<file path="config.mk">
export PLATFORM = sky130hd
export DESIGN_NAME = abs_diff_sad_stream_flat
export DESIGN_NICKNAME = d
export VERILOG_FILES = /design/src/rtl/abs_diff_pkg.sv /design/src/rtl/abs_diff_sad_stream_if.sv /design/src/rtl/abs_diff_stage.sv /design/src/rtl/abs_diff_sad_stream.sv /design/src/flat_wrapper.sv
export SDC_FILE = /design/constraint.sdc
export NUM_CORES = 1
export LEC_CHECK = 0
export ABC_AREA = 1
export CORE_ASPECT_RATIO = 1.4
export CORE_MARGIN = 2
export CORE_UTILIZATION = 56
export CTS_CLUSTER_DIAMETER = 120
export DETAILED_ROUTE_END_ITERATION = 6
export PLACE_DENSITY = 0.91
export SETUP_SLACK_MARGIN = 0.4
export SYNTH_ARGS = -nofsm -noshare
export SYNTH_HDL_FRONTEND = slang
export SYNTH_HIERARCHICAL = 1
export SYNTH_SLANG_ARGS = --single-unit
export TNS_END_PERCENT = 10
</file>
<file path="constraint.sdc">
create_clock -name clk -period 4.26 [get_ports clk]
set_clock_uncertainty 0.1 [all_clocks]
set_input_delay 0.852 -clock clk [delete_from_list [all_inputs] [get_ports clk]]
set_output_delay 0.852 -clock clk [all_outputs]
set_load 0.05 [all_outputs]
</file>
<file path="src/rtl/abs_diff_pkg.sv">
// Shared definitions for the streaming SAD engine.
//   state_e    : block FSM states
//   sad_width  : accumulator width needed for a block of operands
//   trunc_mask : operand mask that zeroes the low TRUNC bits
package abs_diff_pkg;

  localparam int unsigned MaxWidth = 63;

  typedef enum logic [1:0] {
    StIdle,
    StAccum,
    StFlush,
    StHold
  } state_e;

  // Worst-case block sum is BLOCK_LEN * (2**WIDTH - 1); one spare bit keeps it clear of the top.
  function automatic int unsigned sad_width(input int unsigned width,
                                            input int unsigned block_len);
    return width + $clog2(block_len) + 1;
  endfunction

  // Ones in bits [width-1:trunc], zeros elsewhere.
  function automatic logic [63:0] trunc_mask(input int unsigned width, input int unsigned trunc);
    logic [63:0] keep;
    logic [63:0] low;
    keep = (width >= 64) ? '1 : ((64'd1 << width) - 64'd1);
    low  = (64'd1 << trunc) - 64'd1;
    return keep & ~low;
  endfunction

endpackage

</file>
<file path="src/rtl/abs_diff_sad_stream_if.sv">
// Operand/result bus of the SAD engine.
//   in_valid/in_ready/in_a/in_b/approx_en : operand stream (source -> engine)
//   out_valid/out_ready/out_sad/out_approx : block result (engine -> consumer)
//   out_err/out_err_over                   : accuracy monitor outputs
// master: operand source / result consumer side; slave: the engine.
interface abs_diff_sad_stream_if #(
  parameter int unsigned WIDTH = 8,
  parameter int unsigned SAD_W = 11
);
  logic             in_valid;
  logic             in_ready;
  logic [WIDTH-1:0] in_a;
  logic [WIDTH-1:0] in_b;
  logic             approx_en;
  logic             out_valid;
  logic             out_ready;
  logic [SAD_W-1:0] out_sad;
  logic             out_approx;
  logic [SAD_W-1:0] out_err;
  logic             out_err_over;

  modport master (
    output in_valid, in_a, in_b, approx_en, out_ready,
    input  in_ready, out_valid, out_sad, out_approx, out_err, out_err_over
  );

  modport slave (
    input  in_valid, in_a, in_b, approx_en, out_ready,
    output in_ready, out_valid, out_sad, out_approx, out_err, out_err_over
  );
endinterface

</file>
<file path="src/rtl/abs_diff_stage.sv">
// Registered absolute difference |a' - b'| with optional LSB truncation.
//   clk, rst : clock, asynchronous active-high reset
//   i_valid  : operands are a new beat
//   i_trunc  : zero the low TRUNC bits of both operands
//   i_a, i_b : unsigned operands
//   o_valid  : o_diff holds a beat registered on the previous edge
//   o_diff   : WIDTH-bit magnitude of the difference
module abs_diff_stage
  import abs_diff_pkg::*;
#(
  parameter int unsigned WIDTH = 8,
  parameter int unsigned TRUNC = 2
) (
  input  logic             clk,
  input  logic             rst,
  input  logic             i_valid,
  input  logic             i_trunc,
  input  logic [WIDTH-1:0] i_a,
  input  logic [WIDTH-1:0] i_b,
  output logic             o_valid,
  output logic [WIDTH-1:0] o_diff
);

  localparam logic [63:0]      MaskFull = trunc_mask(WIDTH, TRUNC);
  localparam logic [WIDTH-1:0] Mask     = MaskFull[WIDTH-1:0];

  logic [WIDTH-1:0] w_a;
  logic [WIDTH-1:0] w_b;
  logic [WIDTH-1:0] w_sub;
  logic             w_borrow;
  logic [WIDTH-1:0] w_mag;
  logic             r_valid;
  logic [WIDTH-1:0] r_diff;

  always_comb begin
    w_a = i_a;
    w_b = i_b;
    if (i_trunc) begin
      w_a = i_a & Mask;
      w_b = i_b & Mask;
    end
    // WIDTH+1-bit subtract; the borrow is the sign. When negative, the low WIDTH
    // bits are a-b+2**WIDTH, so their two's complement is exactly b-a.
    {w_borrow, w_sub} = {1'b0, w_a} - {1'b0, w_b};
    w_mag = w_borrow ? -w_sub : w_sub;
  end

  always_ff @(posedge clk or posedge rst) begin
    if (rst) begin
      r_valid <= 1'b0;
      r_diff  <= '0;
    end else begin
      r_valid <= i_valid;
      if (i_valid) begin
        r_diff <= w_mag;
      end
    end
  end

  assign o_valid = r_valid;
  assign o_diff  = r_diff;

endmodule

</file>
<file path="src/rtl/abs_diff_sad_stream.sv">
// Streaming sum-of-absolute-differences engine: accepts one operand pair per beat,
// accumulates |a-b| over BLOCK_LEN beats and presents one SAD per block.
//   clk, rst : clock, asynchronous active-high reset
//   bus      : abs_diff_sad_stream_if.slave (operand stream, result, monitor)
// Optional build macro ABS_DIFF_ERR_MON_EN adds an exact-mode shadow path whose
// difference from the delivered SAD drives out_err/out_err_over; without it those
// outputs are tied to 0.
module abs_diff_sad_stream
  import abs_diff_pkg::*;
#(
  parameter int unsigned WIDTH      = 8,
  parameter int unsigned BLOCK_LEN  = 4,
  parameter int unsigned TRUNC      = 2,
  parameter int unsigned ERR_THRESH = 4,
  parameter int unsigned SAD_W      = sad_width(WIDTH, BLOCK_LEN)
) (
  input logic                 clk,
  input logic                 rst,
  abs_diff_sad_stream_if.slave bus
);

  localparam int unsigned     CntW    = (BLOCK_LEN > 1) ? $clog2(BLOCK_LEN) : 1;
  localparam logic [CntW-1:0] LastCnt = CntW'(BLOCK_LEN - 1);
  localparam logic [CntW-1:0] OneCnt  = CntW'(1);

  if (WIDTH < 1 || WIDTH > MaxWidth) begin : g_bad_width
    $error("WIDTH must be in 1..63");
  end
  if (BLOCK_LEN < 1) begin : g_bad_block_len
    $error("BLOCK_LEN must be >= 1");
  end
  if (TRUNC >= WIDTH) begin : g_bad_trunc
    $error("TRUNC must be < WIDTH");
  end
  if (SAD_W < sad_width(WIDTH, BLOCK_LEN)) begin : g_bad_sad_w
    $error("SAD_W too narrow for the block sum");
  end
  if (SAD_W < 32 && 64'(ERR_THRESH) >= (64'd1 << SAD_W)) begin : g_bad_thresh
    $error("ERR_THRESH not representable in SAD_W bits");
  end

  state_e           r_state;
  logic [CntW-1:0]  r_cnt;
  logic             r_mode;
  logic             r_in_ready;
  logic             r_out_valid;
  logic [SAD_W-1:0] r_acc;

  logic             w_in_hs;
  logic             w_out_hs;
  logic             w_trunc;
  logic             w_d_valid;
  logic [WIDTH-1:0] w_d;
  logic [SAD_W-1:0] w_acc_next;

  assign w_in_hs  = bus.in_valid & r_in_ready;
  assign w_out_hs = r_out_valid & bus.out_ready;
  // The first beat of a block uses approx_en directly; later beats use the latched mode.
  assign w_trunc  = (r_state == StIdle) ? bus.approx_en : r_mode;

  abs_diff_stage #(
    .WIDTH (WIDTH),
    .TRUNC (TRUNC)
  ) u_stage (
    .clk     (clk),
    .rst     (rst),
    .i_valid (w_in_hs),
    .i_trunc (w_trunc),
    .i_a     (bus.in_a),
    .i_b     (bus.in_b),
    .o_valid (w_d_valid),
    .o_diff  (w_d)
  );

  assign w_acc_next = r_acc + {{(SAD_W - WIDTH){1'b0}}, w_d};

  always_ff @(posedge clk or posedge rst) begin
    if (rst) begin
      r_acc <= '0;
    end else if (w_out_hs) begin
      r_acc <= '0;
    end else if (w_d_valid) begin
      r_acc <= w_acc_next;
    end
  end

  // Block FSM; in_ready and out_valid are registered from the next state.
  always_ff @(posedge clk or posedge rst) begin
    if (rst) begin
      r_state     <= StIdle;
      r_cnt       <= '0;
      r_mode      <= 1'b0;
      r_in_ready  <= 1'b1;
      r_out_valid <= 1'b0;
    end else begin
      case (r_state)
        StIdle: begin
          if (w_in_hs) begin
            r_mode <= bus.approx_en;
            if (BLOCK_LEN == 1) begin
              r_state    <= StFlush;
              r_in_ready <= 1'b0;
            end else begin
              r_cnt   <= OneCnt;
              r_state <= StAccum;
            end
          end
        end
        StAccum: begin
          if (w_in_hs) begin
            if (r_cnt == LastCnt) begin
              r_cnt      <= '0;
              r_state    <= StFlush;
              r_in_ready <= 1'b0;
            end else begin
              r_cnt <= r_cnt + OneCnt;
            end
          end
        end
        StFlush: begin
          r_state     <= StHold;
          r_out_valid <= 1'b1;
        end
        StHold: begin
          if (bus.out_ready) begin
            r_state     <= StIdle;
            r_out_valid <= 1'b0;
            r_in_ready  <= 1'b1;
          end
        end
        default: begin
          r_state     <= StIdle;
          r_in_ready  <= 1'b1;
          r_out_valid <= 1'b0;
        end
      endcase
    end
  end

  assign bus.in_ready   = r_in_ready;
  assign bus.out_valid  = r_out_valid;
  assign bus.out_sad    = r_acc;
  assign bus.out_approx = r_mode;

`ifdef ABS_DIFF_ERR_MON_EN
  localparam logic [SAD_W-1:0] Thresh = SAD_W'(ERR_THRESH);

  logic             w_dx_valid;
  logic [WIDTH-1:0] w_dx;
  logic [SAD_W-1:0] w_accx_next;
  logic [SAD_W-1:0] w_err;
  logic [SAD_W-1:0] r_accx;
  logic [SAD_W-1:0] r_err;
  logic             r_err_over;

  // Shadow path always runs exact, fed by the same accepted beats.
  abs_diff_stage #(
    .WIDTH (WIDTH),
    .TRUNC (TRUNC)
  ) u_stage_exact (
    .clk     (clk),
    .rst     (rst),
    .i_valid (w_in_hs),
    .i_trunc (1'b0),
    .i_a     (bus.in_a),
    .i_b     (bus.in_b),
    .o_valid (w_dx_valid),
    .o_diff  (w_dx)
  );

  assign w_accx_next = r_accx + {{(SAD_W - WIDTH){1'b0}}, w_dx};
  assign w_err       = (w_accx_next >= w_acc_next) ? (w_accx_next - w_acc_next)
                                                   : (w_acc_next - w_accx_next);

  always_ff @(posedge clk or posedge rst) begin
    if (rst) begin
      r_accx     <= '0;
      r_err      <= '0;
      r_err_over <= 1'b0;
    end else if (w_out_hs) begin
      r_accx     <= '0;
      r_err      <= '0;
      r_err_over <= 1'b0;
    end else begin
      if (w_dx_valid) begin
        r_accx <= w_accx_next;
      end
      // Both paths take their last difference during FLUSH, so the final sums
      // are the next-state values there.
      if (r_state == StFlush) begin
        r_err      <= w_err;
        r_err_over <= (w_err > Thresh);
      end
    end
  end

  assign bus.out_err      = r_err;
  assign bus.out_err_over = r_err_over;
`else
  assign bus.out_err      = '0;
  assign bus.out_err_over = 1'b0;
`endif

endmodule

</file>
<file path="src/flat_wrapper.sv">
// flat-port wrapper written by rule: the top's interface ports become plain ports
module abs_diff_sad_stream_flat import abs_diff_pkg::*;
#(
  parameter int unsigned WIDTH      = 8,
  parameter int unsigned BLOCK_LEN  = 4,
  parameter int unsigned TRUNC      = 2,
  parameter int unsigned ERR_THRESH = 4,
  parameter int unsigned SAD_W      = sad_width(WIDTH, BLOCK_LEN)
)
  (clk, rst, bus_in_valid, bus_in_a, bus_in_b, bus_approx_en, bus_out_ready, bus_in_ready, bus_out_valid, bus_out_sad, bus_out_approx, bus_out_err, bus_out_err_over);
  abs_diff_sad_stream_if #(.WIDTH(WIDTH), .SAD_W(SAD_W)) bus_i ();
  input logic clk;
  input logic rst;
  input wire logic [$bits(bus_i.in_valid)-1:0] bus_in_valid;
  input wire logic [$bits(bus_i.in_a)-1:0] bus_in_a;
  input wire logic [$bits(bus_i.in_b)-1:0] bus_in_b;
  input wire logic [$bits(bus_i.approx_en)-1:0] bus_approx_en;
  input wire logic [$bits(bus_i.out_ready)-1:0] bus_out_ready;
  output wire logic [$bits(bus_i.in_ready)-1:0] bus_in_ready;
  output wire logic [$bits(bus_i.out_valid)-1:0] bus_out_valid;
  output wire logic [$bits(bus_i.out_sad)-1:0] bus_out_sad;
  output wire logic [$bits(bus_i.out_approx)-1:0] bus_out_approx;
  output wire logic [$bits(bus_i.out_err)-1:0] bus_out_err;
  output wire logic [$bits(bus_i.out_err_over)-1:0] bus_out_err_over;
  assign bus_i.in_valid = bus_in_valid;
  assign bus_i.in_a = bus_in_a;
  assign bus_i.in_b = bus_in_b;
  assign bus_i.approx_en = bus_approx_en;
  assign bus_i.out_ready = bus_out_ready;
  assign bus_in_ready = bus_i.in_ready;
  assign bus_out_valid = bus_i.out_valid;
  assign bus_out_sad = bus_i.out_sad;
  assign bus_out_approx = bus_i.out_approx;
  assign bus_out_err = bus_i.out_err;
  assign bus_out_err_over = bus_i.out_err_over;
  abs_diff_sad_stream #(.WIDTH(WIDTH), .BLOCK_LEN(BLOCK_LEN), .TRUNC(TRUNC), .ERR_THRESH(ERR_THRESH), .SAD_W(SAD_W)) u_core (.clk(clk), .rst(rst), .bus(bus_i));
endmodule
</file>
Yosys cells after proc, flatten, opt, wreduce, memory -nomap -nowiden --
Index checks and enable logic that the tools add are counted.
Operators by class: $mul 0, mux-type cells 20, equality and inequality tests 8, reduce and logical (&&, ||, !) cells 10, shift-type cells 0, order comparisons 0, div/mod/pow operators 0, add/subtract/negate cells 4, bitwise logic cells 2
Operators by type and width (number):
- $mux 11 | 2
- $mux 2 | 8
- $add 11x8->11 | 1
- $sub 8x8->9 | 1
- $mux 8 | 1
- $neg 8->8 | 1
- $pmux 2 s4 | 1
- $reduce_and 4->1 | 2
- $reduce_bool 2->1 | 4
- $eq 2x2->1 const B | 3
- $ne 2x2->1 const B | 3
- $mux 1 | 5
- $pmux 1 s2 | 2
- $pmux 2 s2 | 1
- $reduce_and 2->1 | 2
- $reduce_and 3->1 | 1
- $add 2x1->2 const B | 1
- $and 1x1->1 | 2
- $eq 2x1->1 const B | 1
- $logic_not 2->1 | 1
- $ne 2x1->1 const B | 1
Storage, ports and cells: RAM bits 0, memories 0, latch bits 0, register bits after elaboration 27, input port bits 21, ROM bits 0

Logic depth before layout (Yosys ltp) --
Gate-level depths: netlist (run 1).
depth in word-level cells 6, depth in mapped cells 20

Cells and area by module --
The synthesis (run 1) kept the hierarchy.
Modules (own cells, without submodules):
- abs_diff_sad_stream | instances 1, cells each 172, seq. area each 451.7 um^2, area an instance 1308.8 um^2
- abs_diff_stage | instances 1, cells each 154, seq. area each 225.2 um^2, area an instance 993.5 um^2

Worst setup path after synthesis (run 1) --
Ideal clock, no wire load.
path kind input-to-reg, from input bus_approx_en, to register u_core.u_stage.r_diff[6] (netlist: u_core/u_stage/o_diff[6]), library setup time 118 ps, path slack 1472 ps, cell stages on the path 15, arrival time 2570 ps, path buffers 0, path through nand2_1 o21ai_0 inv_1 nand2_1 ha_1 fa_1 ha_1 nand2_1 nand3b_1 nor2_1 nand2_1 nand2_1 nand2_1 nand3_1 nand2_1
Between the ends: cells in the longest elaborated chain, start to end 5, elaborated cells on any way between the ends 6, those cells by class add/sub (2); mux (4)
Ends and longest elaborated chain:
- from (decl) | line flat_wrapper.sv:17 | input wire logic [$bits(bus_i.approx_en)-1:0] bus_approx_en;
- $mux 1 * | line abs_diff_sad_stream.sv:59 | assign w_trunc = (r_state == StIdle) ? bus.approx_en : r_mode;
- via u_core.w_trunc | line abs_diff_sad_stream.sv:51 | logic w_trunc;
- $mux 2 | line abs_diff_stage.sv:38 | if (i_trunc) begin
- $sub 8x8->9 * | line abs_diff_stage.sv:44 | {w_borrow, w_sub} = {1'b0, w_a} - {1'b0, w_b};
- $neg 8->8 | line abs_diff_stage.sv:45 | w_mag = w_borrow ? -w_sub : w_sub;
- $mux 8 * | line abs_diff_stage.sv:45
- to (signal assigned) | line abs_diff_stage.sv:55 | r_diff <= w_mag;
- to (decl) | line abs_diff_stage.sv:33 | logic [WIDTH-1:0] r_diff;
The timed path passes the listed nets; every way through them passes the cells marked *. A chain may end at the register's enable or synchronous reset.

Worst setup path after layout (run 1) --
Same ends and word-level chain as after synthesis.

==> run_summary.xml, run 1 <==
<?xml version="1.0" encoding="UTF-8"?>
<metrics>
  <group name="timing">
    <metric name="number_of_hold_slack_violations_in_the_final_timing_report" unit="">0</metric>
    <metric name="worst-slew-pin-transition" unit="ps">723.4</metric>
    <metric name="post-route-min-period" unit="ps">3108</metric>
    <metric name="fmax" unit="MHz">321.8</metric>
    <metric name="timing.final.ws_setup" unit="ps">1152</metric>
    <metric name="timing.hold.ws" unit="ps">386.7</metric>
    <metric name="timing.final.max_slew_violations" unit="">0</metric>
    <metric name="final-setup-viol-count" unit="">0</metric>
    <metric name="rsz0062_at_grt" unit="">false</metric>
    <metric name="sum_of_negative_setup_slack" unit="ps">0</metric>
    <metric name="max_slew_margin_vs_limit" unit="">0.5172</metric>
    <metric name="share_of_the_clock_period_used_by_the_worst_path_after_layout" unit="">0.7295</metric>
  </group>
  <group name="finish">
    <metric name="postLayoutCellArea" unit="sq mm">0.002693</metric>
    <metric name="synthToLayoutAreaGrowth" unit="%">16.96</metric>
    <metric name="final_layout_size_suffix_gt1_frac" unit="">0.07163</metric>
    <metric name="finish.utilization" unit="">0.6812</metric>
    <metric name="antenna_cells_inserted" unit="">0</metric>
    <metric name="layout.filler_cells" unit="">348</metric>
    <metric name="number_of_nets_in_the_finished_design" unit="">409</metric>
    <metric name="final_cells" unit="">406</metric>
  </group>
  <group name="logic_synthesis">
    <metric name="synth_area_leader_cell" unit="">dfrtp_1</metric>
    <metric name="synth_most_common_cell" unit="">nand2_1</metric>
    <metric name="netlist_top_cells_count" unit="">101 x nand2_1, 42 x inv_1, 26 x dfrtp_1</metric>
    <metric name="post_synth.cell_area_avg" unit="sq um">7.062</metric>
    <metric name="ys_dominant_reg_cell" unit="">dfrtp_1</metric>
    <metric name="yosysUniqueCellTypes" unit="">35</metric>
    <metric name="synth.yosys.seq_area_share" unit="">0.2940</metric>
    <metric name="flops_latches_synth" unit="">27</metric>
    <metric name="synthCells" unit="">326</metric>
    <metric name="mappedNetlistArea" unit="sq mm">0.002302</metric>
    <metric name="top_cells_by_area_synth" unit="">dfrtp_1 28%, nand2_1 16%, ha_1 12%</metric>
    <metric name="synthesis.yosys.warnings" unit="">6</metric>
    <metric name="synthArstFlopShare" unit="">1.000</metric>
    <metric name="synth_enable_flop_cells" unit="">0</metric>
    <metric name="yosysTopAreaCellShare" unit="">0.2826</metric>
  </group>
  <group name="die">
    <metric name="floorplan.rows" unit="">27</metric>
    <metric name="floorplan.initialDensity" unit="">0.5825</metric>
    <metric name="die_height" unit="um">79.87</metric>
    <metric name="chipWidth" unit="um">58.19</metric>
    <metric name="fp.coreArea" unit="sq mm">0.003953</metric>
    <metric name="top_level_ports" unit="">47</metric>
    <metric name="die-area" unit="sq mm">0.004647</metric>
  </group>
  <group name="clocking">
    <metric name="cts.clk_slew.worst_paths" unit="ps">90</metric>
    <metric name="cts_buffers" unit="">3</metric>
    <metric name="cts_num_sinks" unit="">27</metric>
    <metric name="hold_buffers" unit="">0</metric>
    <metric name="cts_post_setup_buffers_inserted" unit="">0</metric>
    <metric name="cts_tree" unit="">yes</metric>
    <metric name="clk-insertion-delay-late" unit="ps">270</metric>
    <metric name="clock_tree.htree_level_count" unit="">1</metric>
    <metric name="clock_buffer_depth" unit="">2</metric>
    <metric name="clk_root_buffer_cell" unit="">clkbuf_8</metric>
    <metric name="cts_resized" unit="">0</metric>
  </group>
  <group name="detailed_routing">
    <metric name="drt_iter0_markers" unit="">55</metric>
    <metric name="routed_wire_length_per_instance" unit="um">11.66</metric>
    <metric name="vias" unit="">2145</metric>
    <metric name="detail_route.first_pass.iterations" unit="">4</metric>
    <metric name="total_routed_wirelength" unit="mm">4.733</metric>
    <metric name="viasPerCell" unit="">5.283</metric>
    <metric name="antenna_left" unit="">0</metric>
    <metric name="route.detailed.drc" unit="">0</metric>
  </group>
  <group name="global_route">
    <metric name="grt_max_degree" unit="">19</metric>
    <metric name="grt_pass1_vias" unit="">2031</metric>
    <metric name="grt_pass1_wl" unit="mm">8.052</metric>
    <metric name="globalRouteOverflowTotal" unit="">0</metric>
    <metric name="antenna_found_initial" unit="">0</metric>
    <metric name="groute.usage.overall" unit="">0.2182</metric>
  </group>
  <group name="flow_run">
    <metric name="max-cap-violations" unit="">0</metric>
  </group>
  <group name="critical_path">
    <metric name="critical_path.top_delay_family" unit="">adder cells</metric>
    <metric name="timing.critical_path.fanout_max" unit="">3</metric>
    <metric name="critical_path_buf_inv_count" unit="">2</metric>
    <metric name="critPathMostFrequentCell" unit="">nand2_1</metric>
    <metric name="worstPathArrival" unit="ps">3170</metric>
    <metric name="critPathLaunchType" unit="">input pin</metric>
    <metric name="timing.critical_path.slowest_stage_cell" unit="">fa_1</metric>
    <metric name="cp_cell_sequence" unit="">clkdlybuf4s50_1 &gt; nand2_1 &gt; o21ai_0 &gt; inv_1 &gt; nand2_1 &gt; ha_1 &gt; fa_1 &gt; ha_1 &gt; nand2_1 &gt; nand3b_1 &gt; nor2_1 &gt; nand2_1 &gt; nand2_1 &gt; nand2_1 &gt; nand3_1 &gt; nand2_1</metric>
    <metric name="critical_path_required" unit="ps">4330</metric>
    <metric name="critPathKind" unit="">in2reg</metric>
    <metric name="crit_path_end_kind" unit="">flop</metric>
    <metric name="critPathMaxStageDelay" unit="ps">530</metric>
  </group>
  <group name="placed_design">
    <metric name="dp.final_hpwl" unit="mm">3.944</metric>
    <metric name="port-buffer-count" unit="">34</metric>
    <metric name="placed_cells_incl_taps" unit="">402</metric>
    <metric name="dp_worst_setup_slack" unit="ps">875.6</metric>
    <metric name="post_dp_cell_area" unit="sq mm">0.002648</metric>
    <metric name="gp_routability_congestion" unit="">0.8405</metric>
  </group>
  <group name="pwr">
    <metric name="max-vdd-ir-drop" unit="mV">0.4751</metric>
    <metric name="total_power" unit="mW">1.703</metric>
    <metric name="power_per_cell_area" unit="mW/mm^2">632.4</metric>
    <metric name="power_leakage" unit="nW">1.458</metric>
  </group>
  <group name="worst_hold_path">
    <metric name="timing.hold.worst.class" unit="">reg2reg</metric>
  </group>
  <group name="run_status">
    <metric name="status" unit="">completed</metric>
  </group>
</metrics>
==> where the power goes <==
part | internal, mW | switching, mW | total, mW
sequential | 0.359 | 0.0849 | 0.444
clock | 0.0669 | 0.0771 | 0.144
combinational | 0.402 | 0.713 | 1.12
total | 0.828 | 0.875 | 1.70
==> state kept, by name (all words and copies together), names as in the netlist <==
register / cells
u_core/bus.out_sad: 11
u_core/u_stage/o_diff: 8
u_core/r_cnt: 2
u_core/r_state: 2
u_core/bus.in_ready: 1
u_core/bus.out_approx: 1
u_core/bus.out_valid: 1
u_core/u_stage/o_valid: 1
==> area by class of cell <==
type	count	area (sq um)	share of cell area
sequential	27	676.9	0.2514
tap	43	53.80	0.01998
inverter	45	168.9	0.06273
multi-input combinational	253	1408	0.5228
timing repair buffer	34	340.3	0.1264
clock buffer	4	45.04	0.01673
==> tightest hold or removal path: stages, from the launching register on <==
cell	delay (ps)
dfstp_2	390
inv_1	40
a22oi_1	60
==> per-layer routing <==
layer  GRT usage  vias to the layer above  wire (um)  part of all wire
met4      0.1070                        0        159             0.034
met3     0.02107                       12        170             0.036
met1      0.2298                      979       1867              0.39
met2      0.4170                       63       2536              0.54
met5           0                        -          0                 0
li1            -                     1091          -                 -
==> final timing paths <==
path | from | to | slack [ps] | depth (start not counted)
max | bus_approx_en | u_core/u_stage/o_diff[6]$_DFFE_PP0P_ | 1150 | 16
min | u_core/bus.in_ready$_DFFE_PP1P_ | u_core/bus.in_ready$_DFFE_PP1P_ | 390 | 2
max reg2reg | u_core/r_state[0]$_DFFE_PP0P_ | u_core/u_stage/o_diff[6]$_DFFE_PP0P_ | 1420 | 17
min reg2reg | u_core/bus.in_ready$_DFFE_PP1P_ | u_core/bus.in_ready$_DFFE_PP1P_ | 390 | 2
max in group asynchronous | rst | u_core/bus.out_sad[5]$_DFFE_PP0P_ | 2670 | 2
min in group asynchronous | rst | u_core/u_stage/o_diff[2]$_DFFE_PP0P_ | 780 | 2
==> layout by cell type (no fill, tap or decap), types with 2 or more instances in the layout <==
master,n
nor2_1,24
o21ai_0,14
dfrtp_1,26
clkbuf_8,3
nand2_1,101
inv_1,42
conb_1,12
nand3b_1,4
nand3_1,25
fa_1,2
nand2_2,7
o21ai_1,2
a22o_1,2
nand3_2,5
o21a_1,3
a21oi_1,15
inv_2,2
clkdlybuf4s50_1,34
ha_1,22
==> logic make-up after synthesis <==
group	synth area share
AO/OA/AOI/OAI	0.09946
AND/OR/NAND/NOR	0.3516
buffers and inverters	0.1125
adder cells (fa/ha/maj)	0.1370
other	0.001629
XOR/XNOR	0.003805
flip-flops	0.2940
(Power assumes the default switching activity.)
==> inputs of run 2 (changes only) <==
--- a/config.mk
+++ b/config.mk
@@ -8,10 +8,10 @@
 export ABC_AREA = 1
 export CORE_ASPECT_RATIO = 1.4
 export CORE_MARGIN = 2
-export CORE_UTILIZATION = 56
+export CORE_UTILIZATION = 52
 export CTS_CLUSTER_DIAMETER = 120
 export DETAILED_ROUTE_END_ITERATION = 6
-export PLACE_DENSITY = 0.91
+export PLACE_DENSITY = 0.86
 export SETUP_SLACK_MARGIN = 0.4
 export SYNTH_ARGS = -nofsm -noshare
 export SYNTH_HDL_FRONTEND = slang
==> constraint.sdc (replaced) <==
create_clock -name clk -period 2.86 [get_ports clk]
set_clock_uncertainty 0.1 [all_clocks]
set_input_delay 0.572 -clock clk [delete_from_list [all_inputs] [get_ports clk]]
set_output_delay 0.572 -clock clk [all_outputs]
set_load 0.05 [all_outputs]
==> run_summary.xml, run 2 (same netlist as run 1, synthesis figures left out) <==
<?xml version="1.0" encoding="UTF-8"?>
<metrics>
  <group name="finish">
    <metric name="flip_flop_count_of_the_largest_register_all_copies_and_words_added" unit="">11</metric>
    <metric name="leading_cell_type_in_the_layout_fill_and_taps_excluded" unit="">nand2_1</metric>
    <metric name="postLayoutCellArea" unit="sq mm">0.002869</metric>
    <metric name="layout.cells.most_common_list" unit="">97 x nand2_1, 39 x inv_1, 33 x clkdlybuf4s50_1, 25 x nand3_1, 25 x dfrtp_1</metric>
    <metric name="synthToLayoutAreaGrowth" unit="%">24.62</metric>
    <metric name="number_of_nets_in_the_finished_design" unit="">422</metric>
    <metric name="antenna_cells_inserted" unit="">0</metric>
    <metric name="final_layout_size_suffix_gt1_frac" unit="">0.1410</metric>
  </group>
  <group name="timing">
    <metric name="timing.hold.ws" unit="ps">379.9</metric>
    <metric name="post-route-min-period" unit="ps">2666</metric>
    <metric name="final-setup-viol-count" unit="">0</metric>
    <metric name="fmax" unit="MHz">375.1</metric>
    <metric name="share_of_the_clock_period_used_by_the_worst_path_after_layout" unit="">0.9321</metric>
    <metric name="max_slew_margin_vs_limit" unit="">0.5152</metric>
    <metric name="timing.final.max_slew_violations" unit="">0</metric>
    <metric name="number_of_hold_slack_violations_in_the_final_timing_report" unit="">0</metric>
    <metric name="worst-slew-pin-transition" unit="ps">726.3</metric>
    <metric name="rsz0062_at_grt" unit="">true</metric>
  </group>
  <group name="placed_design">
    <metric name="port-buffer-count" unit="">34</metric>
    <metric name="dp.final_hpwl" unit="mm">3.792</metric>
    <metric name="post_dp_cell_area" unit="sq mm">0.002725</metric>
    <metric name="gp_routability_congestion" unit="">0.8862</metric>
  </group>
  <group name="critical_path">
    <metric name="critical_path.top_delay_family" unit="">adder cells</metric>
    <metric name="worst-r2r-cell-count" unit="">17</metric>
    <metric name="timing.critical_path.fanout_max" unit="">3</metric>
    <metric name="rrSetupSlack" unit="ps">190</metric>
    <metric name="crit_path_start" unit="">u_core/r_state[1]$_DFFE_PP0P_</metric>
    <metric name="critPathMaxStageDelay" unit="ps">570</metric>
    <metric name="critPathKind" unit="">reg2reg</metric>
    <metric name="critical_path_required" unit="ps">2930</metric>
    <metric name="critical_path.reg2reg.startpoint" unit="">u_core/r_state[1]$_DFFE_PP0P_</metric>
    <metric name="worstPathArrival" unit="ps">2740</metric>
    <metric name="critPathMostFrequentCell" unit="">nand2_1</metric>
    <metric name="critical_path.reg2reg.endpoint" unit="">u_core/u_stage/o_diff[6]$_DFFE_PP0P_</metric>
    <metric name="cp.depth" unit="">17</metric>
    <metric name="critPathLaunchType" unit="">flop</metric>
    <metric name="crit_path_end_kind" unit="">flop</metric>
    <metric name="critical_path_buf_inv_count" unit="">2</metric>
    <metric name="timing.critical_path.slowest_stage_cell" unit="">fa_1</metric>
    <metric name="cp_cell_sequence" unit="">inv_2 &gt; ha_4 &gt; nand2_4 &gt; o21ai_4 &gt; inv_2 &gt; nand2_2 &gt; ha_4 &gt; fa_1 &gt; ha_2 &gt; nand2_1 &gt; nand3b_1 &gt; nor2_1 &gt; nand2_1 &gt; nand2_1 &gt; nand2_1 &gt; nand3_1 &gt; nand2_1</metric>
  </group>
  <group name="global_route">
    <metric name="globalRouteOverflowTotal" unit="">0</metric>
    <metric name="grt_pass1_vias" unit="">2037</metric>
    <metric name="groute.usage.overall" unit="">0.1979</metric>
    <metric name="antenna_found_initial" unit="">0</metric>
    <metric name="grt_max_degree" unit="">19</metric>
    <metric name="grt_pass1_wl" unit="mm">7.776</metric>
  </group>
  <group name="detailed_routing">
    <metric name="dr_wl_met3" unit="um">117</metric>
    <metric name="antenna_left" unit="">0</metric>
    <metric name="viasPerCell" unit="">5.060</metric>
    <metric name="drt_iter0_markers" unit="">87</metric>
    <metric name="vias" unit="">2206</metric>
    <metric name="route.detailed.drc" unit="">0</metric>
    <metric name="total_routed_wirelength" unit="mm">4.846</metric>
    <metric name="detail_route.first_pass.iterations" unit="">4</metric>
    <metric name="max_used_layer" unit="">met4</metric>
    <metric name="routed_wire_length_per_instance" unit="um">11.11</metric>
    <metric name="detailroute.wirelength.met2" unit="mm">2.738</metric>
    <metric name="wl_met1" unit="mm">1.956</metric>
  </group>
  <group name="die">
    <metric name="top_level_ports" unit="">47</metric>
    <metric name="floorplan.initialDensity" unit="">0.5431</metric>
    <metric name="floorplan.rows" unit="">28</metric>
    <metric name="die_height" unit="um">82.73</metric>
    <metric name="fp.coreArea" unit="sq mm">0.004239</metric>
    <metric name="die-area" unit="sq mm">0.004983</metric>
    <metric name="chipWidth" unit="um">60.24</metric>
  </group>
  <group name="worst_hold_path">
    <metric name="holdPathEnd" unit="">u_core/bus.in_ready$_DFFE_PP1P_</metric>
    <metric name="worstHoldPathCells" unit="">2</metric>
    <metric name="hold_wc_startpoint" unit="">u_core/bus.in_ready$_DFFE_PP1P_</metric>
    <metric name="timing.hold.worst.class" unit="">reg2reg</metric>
  </group>
  <group name="clocking">
    <metric name="cts_buffers" unit="">3</metric>
    <metric name="clk-insertion-delay-late" unit="ps">270</metric>
    <metric name="cts_num_sinks" unit="">27</metric>
    <metric name="hold_buffers" unit="">0</metric>
    <metric name="clock_tree.htree_level_count" unit="">1</metric>
    <metric name="cts_tree" unit="">yes</metric>
    <metric name="clk_root_buffer_cell" unit="">clkbuf_8</metric>
    <metric name="cts.clk_slew.worst_paths" unit="ps">100</metric>
    <metric name="clock_buffer_depth" unit="">2</metric>
  </group>
  <group name="flow_run">
    <metric name="max-cap-violations" unit="">0</metric>
  </group>
  <group name="run_status">
    <metric name="status" unit="">completed</metric>
  </group>
  <group name="pwr">
    <metric name="max-vdd-ir-drop" unit="mV">0.5438</metric>
    <metric name="power_per_cell_area" unit="mW/mm^2">965.5</metric>
    <metric name="power_leakage" unit="nW">1.529</metric>
  </group>
</metrics>
run 2: cell types whose count changed in the layout (fill, tap and decap cells not counted), moves of 2 or more:
cell	before	now
ha_4	0	2
inv_2	2	5
ha_1	22	19
buf_4	0	13
nand2_1	101	97
nand2_2	7	10
inv_1	42	39
run 2: layout make-up:
class / count / area (sq um)
clock buffer: 3 / 41.29
clock inverter: 1 / 5.005
fill: 359 / 1370
inverter: 45 / 168.9
multi-input combinational: 253 / 1464
sequential: 27 / 678.2
tap: 60 / 75.07
timing repair buffer: 47 / 436.7
run 2: how the worst max path moves through the flow:
stage,slack [ps],end
final,190,u_core/u_stage/o_diff[6]$_DFFE_PP0P_
after global routing,-10,u_core/u_stage/o_diff[6]$_DFFE_PP0P_
after CTS,240,u_core/u_stage/o_diff[6]$_DFFE_PP0P_
after detailed placement,-270,u_core/u_stage/o_diff[6]$_DFFE_PP0P_
after global placement,-220,u_core/u_stage/o_diff[6]$_DFFE_PP0P_
after floorplan,330,u_core/u_stage/o_diff[6]$_DFFE_PP0P_
run 2: routing by layer:
layer,global-route usage,vias to the layer above
li1,-,1126
met1,0.2015,1034
met2,0.3989,42
met3,0.01402,4
met4,0.07778,0
met5,0,-
run 2: metrics by stage:
step / util / TNS, ps / power, mW / setup WS (ps) / cells
after floorplan: - / 0 / 1.952 / 333.7 / 337
after global placement: 0.6429 / -830.0 / 2.301 / -215.4 / 424
after detailed placement: 0.6429 / -1344 / 2.379 / -271.6 / 424
after CTS: 0.6662 / 0 / 2.691 / 240.8 / 434
after global routing: 0.6768 / -14.93 / 3.024 / -14.93 / 436
final: 0.6768 / 0 / 2.770 / 194.2 / 436
run 2: repair_timing:
action	CTS	global route
gates resized for setup	4	7
endpoints found under the setup margin	7	7
hold endpoints to repair	0	0
pin swaps	7	6
gates cloned	0	0
setup buffers	6	2
run 2: where the power goes:
group | switching (mW) | internal, mW | leakage (nW)
Sequential | 0.125 | 0.535 | 0.341
Combinational | 1.14 | 0.755 | 1.16
Clock | 0.118 | 0.0975 | 0.0255
Total | 1.38 | 1.39 | 1.53
run 2: tightest hold or removal path, stage by stage, from the launching register on:
cell	delay, ps
dfstp_2	390
inv_1	40
a22oi_1	50
==> inputs of run 3 (changes only) <==
--- a/config.mk
+++ b/config.mk
@@ -17,4 +17,4 @@
 export SYNTH_HDL_FRONTEND = slang
 export SYNTH_HIERARCHICAL = 1
 export SYNTH_SLANG_ARGS = --single-unit
-export TNS_END_PERCENT = 10
+export TNS_END_PERCENT = 50
==> run_summary.xml, run 3 (same netlist as run 1, synthesis figures left out) <==
<?xml version="1.0" encoding="UTF-8"?>
<metrics>
  <group name="run_status">
    <metric name="status" unit="">completed</metric>
  </group>
  <group name="worst_hold_path">
    <metric name="worstHoldPathCells" unit="">2</metric>
    <metric name="timing.hold.worst.class" unit="">reg2reg</metric>
    <metric name="hold_wc_startpoint" unit="">u_core/bus.in_ready$_DFFE_PP1P_</metric>
    <metric name="holdPathEnd" unit="">u_core/bus.in_ready$_DFFE_PP1P_</metric>
  </group>
  <group name="clocking">
    <metric name="clock_tree.htree_level_count" unit="">1</metric>
    <metric name="clk-insertion-delay-late" unit="ps">270</metric>
    <metric name="cts_buffers" unit="">3</metric>
    <metric name="cts_num_sinks" unit="">27</metric>
    <metric name="clock_buffer_depth" unit="">2</metric>
    <metric name="cts_tree" unit="">yes</metric>
    <metric name="cts.clk_slew.worst_paths" unit="ps">100</metric>
    <metric name="clk_root_buffer_cell" unit="">clkbuf_8</metric>
  </group>
  <group name="timing">
    <metric name="timing.final.max_slew_violations" unit="">0</metric>
    <metric name="fmax" unit="MHz">377.1</metric>
    <metric name="post-route-min-period" unit="ps">2652</metric>
    <metric name="sum_of_negative_setup_slack" unit="ps">0</metric>
    <metric name="number_of_hold_slack_violations_in_the_final_timing_report" unit="">0</metric>
    <metric name="worst-slew-pin-transition" unit="ps">724.5</metric>
    <metric name="final-setup-viol-count" unit="">0</metric>
    <metric name="max_slew_margin_vs_limit" unit="">0.5165</metric>
    <metric name="timing.hold.ws" unit="ps">379.9</metric>
    <metric name="share_of_the_clock_period_used_by_the_worst_path_after_layout" unit="">0.9271</metric>
    <metric name="rsz0062_at_grt" unit="">true</metric>
  </group>
  <group name="critical_path">
    <metric name="crit_path_end_kind" unit="">flop</metric>
    <metric name="timing.critical_path.slowest_stage_cell" unit="">fa_2</metric>
    <metric name="critPathMostFrequentCell" unit="">nand2_1</metric>
    <metric name="worst-r2r-cell-count" unit="">17</metric>
    <metric name="critical_path.reg2reg.startpoint" unit="">u_core/r_state[1]$_DFFE_PP0P_</metric>
    <metric name="cp_cell_sequence" unit="">inv_2 &gt; ha_4 &gt; nand2_4 &gt; o21ai_4 &gt; inv_2 &gt; nand2_2 &gt; ha_4 &gt; fa_2 &gt; ha_4 &gt; nand2_2 &gt; nand3b_1 &gt; nor2_1 &gt; nand2_1 &gt; nand2_1 &gt; nand2_1 &gt; nand3_1 &gt; nand2_1</metric>
    <metric name="critical_path.top_delay_family" unit="">adder cells</metric>
    <metric name="critical_path_required" unit="ps">2930</metric>
    <metric name="critPathLaunchType" unit="">flop</metric>
    <metric name="crit_path_start" unit="">u_core/r_state[1]$_DFFE_PP0P_</metric>
    <metric name="critical_path_buf_inv_count" unit="">2</metric>
    <metric name="worstPathArrival" unit="ps">2720</metric>
    <metric name="rrSetupSlack" unit="ps">210</metric>
    <metric name="critical_path.reg2reg.endpoint" unit="">u_core/u_stage/o_diff[6]$_DFFE_PP0P_</metric>
    <metric name="timing.critical_path.fanout_max" unit="">3</metric>
    <metric name="critPathMaxStageDelay" unit="ps">590</metric>
    <metric name="critPathKind" unit="">reg2reg</metric>
  </group>
  <group name="die">
    <metric name="chipWidth" unit="um">60.24</metric>
    <metric name="top_level_ports" unit="">47</metric>
    <metric name="die_height" unit="um">82.73</metric>
    <metric name="die-area" unit="sq mm">0.004983</metric>
    <metric name="fp.coreArea" unit="sq mm">0.004239</metric>
    <metric name="floorplan.rows" unit="">28</metric>
    <metric name="floorplan.initialDensity" unit="">0.5431</metric>
  </group>
  <group name="flow_run">
    <metric name="max-cap-violations" unit="">0</metric>
  </group>
  <group name="placed_design">
    <metric name="port-buffer-count" unit="">34</metric>
    <metric name="post_dp_cell_area" unit="sq mm">0.002725</metric>
    <metric name="dp.final_hpwl" unit="mm">3.792</metric>
    <metric name="gp_routability_congestion" unit="">0.8862</metric>
  </group>
  <group name="global_route">
    <metric name="grt_pass1_vias" unit="">2035</metric>
    <metric name="antenna_found_initial" unit="">0</metric>
    <metric name="grt_pass1_wl" unit="mm">7.776</metric>
    <metric name="globalRouteOverflowTotal" unit="">0</metric>
    <metric name="groute.usage.overall" unit="">0.1979</metric>
    <metric name="grt_max_degree" unit="">19</metric>
  </group>
  <group name="detailed_routing">
    <metric name="routed_wire_length_per_instance" unit="um">11.21</metric>
    <metric name="route.detailed.drc" unit="">0</metric>
    <metric name="viasPerCell" unit="">5.067</metric>
    <metric name="vias" unit="">2209</metric>
    <metric name="total_routed_wirelength" unit="mm">4.889</metric>
    <metric name="antenna_left" unit="">0</metric>
    <metric name="detail_route.first_pass.iterations" unit="">4</metric>
    <metric name="drt_iter0_markers" unit="">100</metric>
  </group>
  <group name="finish">
    <metric name="finish.utilization" unit="">0.6809</metric>
    <metric name="leading_cell_type_in_the_layout_fill_and_taps_excluded" unit="">nand2_1</metric>
    <metric name="synthToLayoutAreaGrowth" unit="%">25.38</metric>
    <metric name="number_of_nets_in_the_finished_design" unit="">422</metric>
    <metric name="layout.cells.most_common_list" unit="">95 x nand2_1, 39 x inv_1, 33 x clkdlybuf4s50_1, 25 x nand3_1, 25 x dfrtp_1</metric>
    <metric name="antenna_cells_inserted" unit="">0</metric>
    <metric name="flip_flop_count_of_the_largest_register_all_copies_and_words_added" unit="">11</metric>
    <metric name="final_layout_size_suffix_gt1_frac" unit="">0.1489</metric>
    <metric name="postLayoutCellArea" unit="sq mm">0.002887</metric>
  </group>
  <group name="pwr">
    <metric name="power_per_cell_area" unit="mW/mm^2">980.1</metric>
    <metric name="total_power" unit="mW">2.829</metric>
    <metric name="max-vdd-ir-drop" unit="mV">0.5443</metric>
    <metric name="power_leakage" unit="nW">1.530</metric>
  </group>
</metrics>
run 3: power by group:
| part | total (mW) | internal [mW] | switching (mW) |
|---|---|---|---|
| sequential | 0.660 | 0.535 | 0.125 |
| combinational | 1.95 | 0.789 | 1.16 |
| clock | 0.216 | 0.0975 | 0.118 |
run 3: worst max-delay path by stage:
stage,depth (start not counted),end,slack (ps)
2_1_floorplan,17,u_core/u_stage/o_diff[6]$_DFFE_PP0P_,330
3_3_place_gp,15,u_core/u_stage/o_diff[6]$_DFFE_PP0P_,-220
3_5_place_dp,16,u_core/u_stage/o_diff[6]$_DFFE_PP0P_,-270
4_1_cts,17,u_core/u_stage/o_diff[6]$_DFFE_PP0P_,240
5_1_grt,17,u_core/u_stage/o_diff[6]$_DFFE_PP0P_,10
6_report,17,u_core/u_stage/o_diff[6]$_DFFE_PP0P_,210
run 3: what timing repair did:
| item | in CTS | in global routing |
|---|---|---|
| pin swaps | 7 | 6 |
| setup buffers | 6 | 2 |
| setup endpoints to repair | 7 | 7 |
| hold buffers | 0 | 0 |
| gates resized for setup | 4 | 11 |
run 3: routing by layer:
metal | vias to the layer above | wire (um) | global-route usage
met4 | 0 | 21 | 0.07778
met1 | 1041 | 1975 | 0.2015
met3 | 2 | 120 | 0.01402
met2 | 44 | 2771 | 0.3989
met5 | - | 0 | 0
li1 | 1122 | - | -
run 3: tightest hold or removal path, delay by kind of cell, from the launching register on:
kind	cells	cell delay [ps]
flip-flops	1	390
buffers and inverters	1	40
AO/OA/AOI/OAI	1	50
run 3: cell type report:
type / instances / area, sq um
Sequential cell: 27 / 678.2
Fill cell: 360 / 1353
Timing Repair Buffer: 47 / 436.7
Multi-Input combinational cell: 253 / 1481
Clock inverter: 1 / 5.005
Tap cell: 60 / 75.07
Clock buffer: 3 / 41.29
Inverter: 45 / 168.9
run 3: stage by stage:
step                setup WS (ps)  instances
floorplan                   333.7        337
global placement           -215.4        424
detailed placement         -271.6        424
CTS                         240.8        434
global route                12.18        436
finish                      208.4        436
